`src/rtl/fetch_pkg.sv`:
```
// Shared definitions for the instruction fetch controller: FSM state
// encoding, instruction size, the prefetch buffer entry layout and a
// small address helper.
package fetch_pkg;

    // FSM state encoding (kept as plain constants for legacy tools)
    localparam logic [1:0] ST_IDLE  = 2'd0;
    localparam logic [1:0] ST_FETCH = 2'd1;
    localparam logic [1:0] ST_DONE  = 2'd2;

    // Every instruction is one 32-bit word
    localparam logic [31:0] INSTR_BYTES = 32'd4;

    // One prefetch buffer entry: instruction word in the upper half,
    // its byte PC in the lower half (64 bits total)
    typedef struct packed {
        logic [31:0] inst;
        logic [31:0] pc;
    } fetch_entry_t;

    // Force a byte address onto a word boundary
    function automatic logic [31:0] align_word(input logic [31:0] byte_addr);
        return byte_addr & ~32'h0000_0003;
    endfunction

endpackage

```
`src/rtl/sync_fifo.sv`:
```
// Synchronous prefetch FIFO with extra-MSB pointers. The pointers carry
// one bit more than the index so full and empty can be told apart
// without a separate counter. Pointers reset asynchronously so the
// buffer reads empty the instant reset is asserted; storage is not
// reset because dout is only meaningful while the FIFO is non-empty.
module sync_fifo #(
    parameter int WIDTH = 64,
    parameter int DEPTH = 2
) (
    input  logic             clk,
    input  logic             rst,
    input  logic             push,
    input  logic             pop,
    input  logic             flush,
    output logic             full,
    output logic             empty,
    input  logic [WIDTH-1:0] din,
    output logic [WIDTH-1:0] dout
);

    localparam int IW = $clog2(DEPTH);
    localparam logic [IW:0] PTR_ONE  = {{IW{1'b0}}, 1'b1};
    localparam logic [IW:0] PTR_ZERO = {(IW+1){1'b0}};

    logic [WIDTH-1:0] mem_q [DEPTH];
    logic [IW:0]      wr_ptr_q;
    logic [IW:0]      wr_ptr_d;
    logic [IW:0]      rd_ptr_q;
    logic [IW:0]      rd_ptr_d;
    logic             do_push_s;
    logic             do_pop_s;

    // Equal index with differing wrap bit means every slot is occupied
    assign full  = (wr_ptr_q[IW-1:0] == rd_ptr_q[IW-1:0]) &&
                   (wr_ptr_q[IW] != rd_ptr_q[IW]);
    assign empty = (wr_ptr_q == rd_ptr_q);

    // A pop frees the head slot, so a push on a full FIFO is legal then
    assign do_pop_s  = pop & ~empty;
    assign do_push_s = push & (~full | do_pop_s);

    assign dout = mem_q[rd_ptr_q[IW-1:0]];

    // Pointer next-state: flush wins over any traffic in the same cycle
    always_comb begin
        wr_ptr_d = wr_ptr_q;
        rd_ptr_d = rd_ptr_q;
        if (flush) begin
            wr_ptr_d = PTR_ZERO;
            rd_ptr_d = PTR_ZERO;
        end else begin
            if (do_push_s) begin
                wr_ptr_d = wr_ptr_q + PTR_ONE;
            end else begin
                wr_ptr_d = wr_ptr_q;
            end
            if (do_pop_s) begin
                rd_ptr_d = rd_ptr_q + PTR_ONE;
            end else begin
                rd_ptr_d = rd_ptr_q;
            end
        end
    end

    // Pointer registers, cleared asynchronously so contents vanish at once
    always_ff @(posedge clk or posedge rst) begin
        if (rst) begin
            wr_ptr_q <= PTR_ZERO;
            rd_ptr_q <= PTR_ZERO;
        end else begin
            wr_ptr_q <= wr_ptr_d;
            rd_ptr_q <= rd_ptr_d;
        end
    end

    // Entry storage; written only on an accepted, non-flushed push
    always_ff @(posedge clk) begin
        if (do_push_s && !flush) begin
            mem_q[wr_ptr_q[IW-1:0]] <= din;
        end
    end

endmodule

```
`src/rtl/fetch_ctrl.sv`:
```
// Instruction fetch controller. Walks a byte PC through an external,
// combinationally-read instruction memory and queues {word, pc} pairs
// in a small prefetch FIFO for decode. Redirects flush the queue and
// retarget the PC; running off the end of memory parks the block in
// DONE until an in-range redirect arrives.
module fetch_ctrl
    import fetch_pkg::*;
#(
    parameter int          ADDR_W     = 6,
    parameter int          FIFO_DEPTH = 2,
    parameter logic [31:0] RESET_PC   = 32'h0000_0000
) (
    input  logic              clk,
    input  logic              rst,
    input  logic              run,
    input  logic              redirect_valid,
    input  logic [31:0]       redirect_pc,
    output logic [ADDR_W-1:0] mem_addr,
    input  logic [31:0]       mem_data,
    output logic              inst_valid,
    input  logic              inst_ready,
    output logic [31:0]       inst_out,
    output logic [31:0]       inst_pc,
    output logic              done
);

    // Bits above the memory's byte range; any set bit means out of range
    localparam int HI_W = 32 - ADDR_W - 2;

    logic [1:0]   state_q;
    logic [1:0]   state_d;
    logic [31:0]  pc_q;
    logic [31:0]  pc_d;

    logic         fifo_full_s;
    logic         fifo_empty_s;
    logic         push_s;
    logic         pop_s;
    logic [31:0]  redirect_tgt_s;
    logic         pc_in_range_s;
    logic         tgt_in_range_s;
    fetch_entry_t din_s;
    fetch_entry_t dout_s;

    assign redirect_tgt_s = align_word(redirect_pc);
    assign pc_in_range_s  = (pc_q[31:ADDR_W+2] == {HI_W{1'b0}});
    assign tgt_in_range_s = (redirect_tgt_s[31:ADDR_W+2] == {HI_W{1'b0}});

    // Decode consumes the head whenever both sides agree
    assign pop_s = ~fifo_empty_s & inst_ready;

    // Fetch only while running, not redirecting, still inside memory and
    // with room (a same-cycle pop counts as room)
    assign push_s = (state_q == ST_FETCH) & run & ~redirect_valid &
                    pc_in_range_s & (~fifo_full_s | pop_s);

    assign din_s.inst = mem_data;
    assign din_s.pc   = pc_q;

    assign mem_addr   = pc_q[ADDR_W+1:2];
    assign inst_valid = ~fifo_empty_s;
    assign inst_out   = dout_s.inst;
    assign inst_pc    = dout_s.pc;
    assign done       = (state_q == ST_DONE);

    sync_fifo #(
        .WIDTH (64),
        .DEPTH (FIFO_DEPTH)
    ) u_fifo (
        .clk   (clk),
        .rst   (rst),
        .push  (push_s),
        .pop   (pop_s),
        .flush (redirect_valid),
        .full  (fifo_full_s),
        .empty (fifo_empty_s),
        .din   (din_s),
        .dout  (dout_s)
    );

    // FSM next-state: redirects dominate, then end-of-memory, then run
    always_comb begin
        state_d = state_q;
        if (redirect_valid) begin
            if (!tgt_in_range_s) begin
                state_d = ST_DONE;
            end else if (run) begin
                state_d = ST_FETCH;
            end else begin
                state_d = ST_IDLE;
            end
        end else begin
            case (state_q)
                ST_IDLE, ST_FETCH: begin
                    if (!pc_in_range_s) begin
                        state_d = ST_DONE;
                    end else if (run) begin
                        state_d = ST_FETCH;
                    end else begin
                        state_d = ST_IDLE;
                    end
                end
                ST_DONE: begin
                    state_d = ST_DONE;
                end
                default: begin
                    state_d = ST_IDLE;
                end
            endcase
        end
    end

    // PC next-state: redirect target, else advance one word per push
    always_comb begin
        pc_d = pc_q;
        if (redirect_valid) begin
            pc_d = redirect_tgt_s;
        end else if (push_s) begin
            pc_d = pc_q + INSTR_BYTES;
        end else begin
            pc_d = pc_q;
        end
    end

    // State and PC registers
    always_ff @(posedge clk or posedge rst) begin
        if (rst) begin
            state_q <= ST_IDLE;
            pc_q    <= RESET_PC;
        end else begin
            state_q <= state_d;
            pc_q    <= pc_d;
        end
    end

endmodule

```
`config.mk`:
```
export PLATFORM = sky130hd
export DESIGN_NAME = fetch_ctrl
export DESIGN_NICKNAME = d
export VERILOG_FILES = /design/src/rtl/fetch_pkg.sv /design/src/rtl/sync_fifo.sv /design/src/rtl/fetch_ctrl.sv
export SDC_FILE = /design/constraint.sdc
export NUM_CORES = 1
export LEC_CHECK = 0
export ABC_AREA = 1
export CAP_MARGIN = 20
export CORE_AREA = 2 2 123 125
export DETAILED_ROUTE_END_ITERATION = 8
export DIE_AREA = 0 0 125 127
export PLACE_DENSITY_LB_ADDON = 0.2
export SETUP_SLACK_MARGIN = 0.15
export SLEW_MARGIN = 40
export SYNTH_ARGS = -nofsm -noshare
export SYNTH_HDL_FRONTEND = slang
export SYNTH_SLANG_ARGS = --single-unit
```
`constraint.sdc`:
```
create_clock -name clk -period 7.5 [get_ports clk]
set_input_delay 1.5 -clock clk [delete_from_list [all_inputs] [get_ports clk]]
set_output_delay 1.5 -clock clk [all_outputs]
set_load 0.01 [all_outputs]
```
==> qor.log <==
qor: place.place_area 7913 um^2
qor: critical_path.arrival 2450 ps
qor: cts.clkLatencyLatePin 420 ps
qor: critical_path.crit_type register to output pin
qor: final_layout.synthToLayoutAreaGrowth 32.46%
qor: synth.post_synthesis_compound_gate_area_fraction 1.148%
qor: detailed_routing.final_routed_drc_violation_total 0
qor: run_status.run_status complete, no violations
qor: place.placed_cells_incl_taps 891
qor: grt.first_global_vias 4508
qor: detailed_routing.drt-wirelength-per-cell 14.63 um
qor: critical_path.r2r-start u_fifo.rd_ptr_q[0]$_DFFE_PP0P_
qor: critical_path.ff2ff_path_depth 9
qor: synth.synth-seq-cells 160
qor: critical_path.worst_setup_path_end_kind output pin
qor: floorplanning.fp.coreArea 14420 um^2
qor: detailed_routing.initialDrtViolationCount 342
qor: power_and_ir_drop.total_power 1.972 mW
qor: final_layout.layout_commonest_cell sky130_fd_sc_hd__nand2_1
qor: place.dp.final_hpwl 8.603 mm
qor: timing.worst_pin_slew 716.1 ps
qor: min_path.holdPathStages 0
qor: timing.max_clock_freq 0.2529 GHz
qor: power_and_ir_drop.cellPowerDensity 231.4 nW/um^2
qor: cts.clock_buffers_created_by_tritoncts 17
qor: grt.number_of_antenna_violations_at_the_first_check_in_global_routing 0
qor: detailed_routing.detailroute.via_count 4481
qor: detailed_routing.vias_per_cell 4.855
qor: timing.final_hold_slack 501.7 ps
qor: detailed_routing.antenna_violating_nets_post_route 0
qor: place.final_estimated_routing_congestion_in_global_placement 0.7735
qor: synth.ys.warnings.count 0
qor: timing.slew_violations 0
qor: synth.synth-simple-area-share 22.41%
qor: cts.ctsHoldBuffers 0
qor: min_path.min-delay-path-class register to register
qor: final_layout.layout-drive-gt1-share 6.225%
qor: synth.syn_area_per_cell 10.79 um^2
qor: place.port_buffers 136
qor: detailed_routing.drt_wl_total 13.50 mm
qor: min_path.timing.hold.worst.start pc_q[27]$_DFFE_PP0P_
qor: timing.setup-tns-final 0 ps
qor: synth.synthXorXnorAreaFrac 0.5446%
qor: grt.grt_pass1_wl 21.90 mm
qor: cts.tritoncts done
qor: grt.grt_start_max_net_pins 65
qor: floorplanning.rows 44
qor: min_path.hold_path_end u_fifo.mem_q[0][27]$_DFFE_PP_
qor: synth.synth.mux.area_fraction 0%
qor: floorplanning.floorplan.die.width 125 um
qor: synth.synth_fa_ha_area_share 0.1945%
qor: final_layout.layoutNonFillerInstCount 923
qor: critical_path.worstSetupStartpointType register
qor: critical_path.cp_max_fo 42
qor: timing.min_period_over_period 52.71%
qor: cts.cts.reportedPaths.clkPinSlew 60 ps
qor: timing.finalSetupViolCount 0
qor: synth.ys_seq_area_share 71.89%
qor: power_and_ir_drop.max-vdd-ir-drop 0.1543 mV
qor: timing.setup_repair_after_global_routing_missed_its_margin no
qor: synth.combinational_family_with_the_most_area_after_synthesis simple AND/OR/NAND/NOR gates
qor: synth.synth_cells 596
qor: final_layout.post-route-cell-area 8521 um^2
qor: final_layout.highest_count_cells_in_the_layout_ignoring_fill_and_taps 270 x sky130_fd_sc_hd__nand2_1, 136 x sky130_fd_sc_hd__clkdlybuf4s50_1, 124 x sky130_fd_sc_hd__edfxtp_1
qor: floorplanning.num_io_pins 141
qor: cts.cts.sinks 160
qor: critical_path.ff2ff_setup_slack 4600 ps
qor: timing.final_critical_path_setup_slack 3547 ps
qor: floorplanning.chipHeight 127 um
qor: synth.post_synth_instance_area 6432 um^2
qor: timing.timing.final.crit_period 3953 ps
qor: job.cap_violations 0
qor: synth.synth_cell_types 25
qor: timing.timing_hold_violations_final 0
qor: final_layout.fin_nets 796
qor: final_layout.nFillCells 1197
qor: cts.cts.root.buffer_cell sky130_fd_sc_hd__clkbuf_16
qor: place.detailedPlace.worstSlack 3258 ps
qor: final_layout.antenna_diodes 0
qor: critical_path.rr_endpoint u_fifo.mem_q[1][26]$_DFFE_PP_
qor: timing.timing.slew.headroom 52.26%
qor: cts.clock_h_tree_levels 4
qor: cts.post-cts-setup-buffers 0
qor: critical_path.cp.required 6000 ps
qor: final_layout.post-route-util 59.07%
qor: floorplanning.start_util 44.60%
qor: power_and_ir_drop.leakage 3.450 nW
qor: floorplanning.floorplan.die_area 15880 um^2
qor: grt.grt_util_all_layers 17.75%
qor: detailed_routing.firstDrtPassIters 4
qor: timing.worst_clock_skew 7.046 ps
qor: cts.number_of_buffers_between_clock_root_and_the_deepest_sink 2
qor: cts.cts-resized-gates 0
qor: grt.gr-total-overflow 0
qor: critical_path.startpoint u_fifo.rd_ptr_q[0]$_DFFE_PP0P_
state kept, by name, summed over array words and instances (netlist names):
signal,flops
u_fifo.wr_ptr_q,2
u_fifo.rd_ptr_q,2
pc_q,30
u_fifo.mem_q,124
state_q,2
worst max-delay path: stages (launching register included):
cell                              delay (ps)
sky130_fd_sc_hd__dfrtp_2                 410
sky130_fd_sc_hd__inv_2                   350
sky130_fd_sc_hd__buf_4                   510
sky130_fd_sc_hd__nand2_1                  90
sky130_fd_sc_hd__nand2_1                  70
sky130_fd_sc_hd__clkdlybuf4s50_1         590
synthesized netlist by cell type (all sizes together):
cell type,count,area [um^2]
nand2,272,1031
edfxtp,124,3724
nor2,56,217.7
dfrtp,36,900.9
nand3,35,175.2
clkbuf,20,75.07
inv,18,67.56
buf,12,95.08
a21oi,6,30.03
o21ai,5,25.02
nand4,2,12.51
o21bai,2,18.77
xnor2,2,17.52
xor2,2,17.52
clkinv,1,3.750
conb,1,3.750
ha,1,12.51
nor3,1,5.000
layout make-up:
cell class	count	area [um^2]	area share, %
tap	184	230.2	2.702
clock inverter	10	133.9	1.571
timing repair buffer	142	1406	16.51
inverter	19	72.57	0.8517
clock buffer	22	474.2	5.565
multi-input combinational	386	1578	18.52
sequential	160	4626	54.29
power breakdown:
part	switching, mW	internal [mW]
combinational	0.0462	0.0559
clock	0.321	0.548
sequential	0.0232	0.978
how the worst max path moves through the flow:
stage,end,slack (ps),depth (start not counted)
3_5_place_dp,u_fifo.mem_q[1][23]$_DFFE_PP_,3260,8
3_3_place_gp,u_fifo.mem_q[1][21]$_DFFE_PP_,3270,8
4_1_cts,inst_pc[18],3510,5
5_1_grt,inst_pc[15],3350,5
2_1_floorplan,u_fifo.mem_q[1][10]$_DFFE_PP_,2300,7
6_report,inst_pc[14],3550,5
layer usage:
metal / GRT usage [%] / vias up / share of wire [%]
met5: 0 / - / 0
met4: 7.059 / 0 / 1.6
met3: 4.229 / 19 / 4.8
met2: 30.27 / 133 / 50
met1: 22.06 / 2130 / 44
li1: - / 2199 / -
cell families (layout without fill, tap and decap cells):
logic type | count (synthesis) | count (layout)
other cells | 1 | 2
simple gates | 366 | 366
xor+xnor | 4 | 4
compound gates | 13 | 13
fa+ha+maj | 1 | 1
buf+inv | 51 | 193
flops | 160 | 160
No activity file was read; power rests on OpenSTA's default activity.
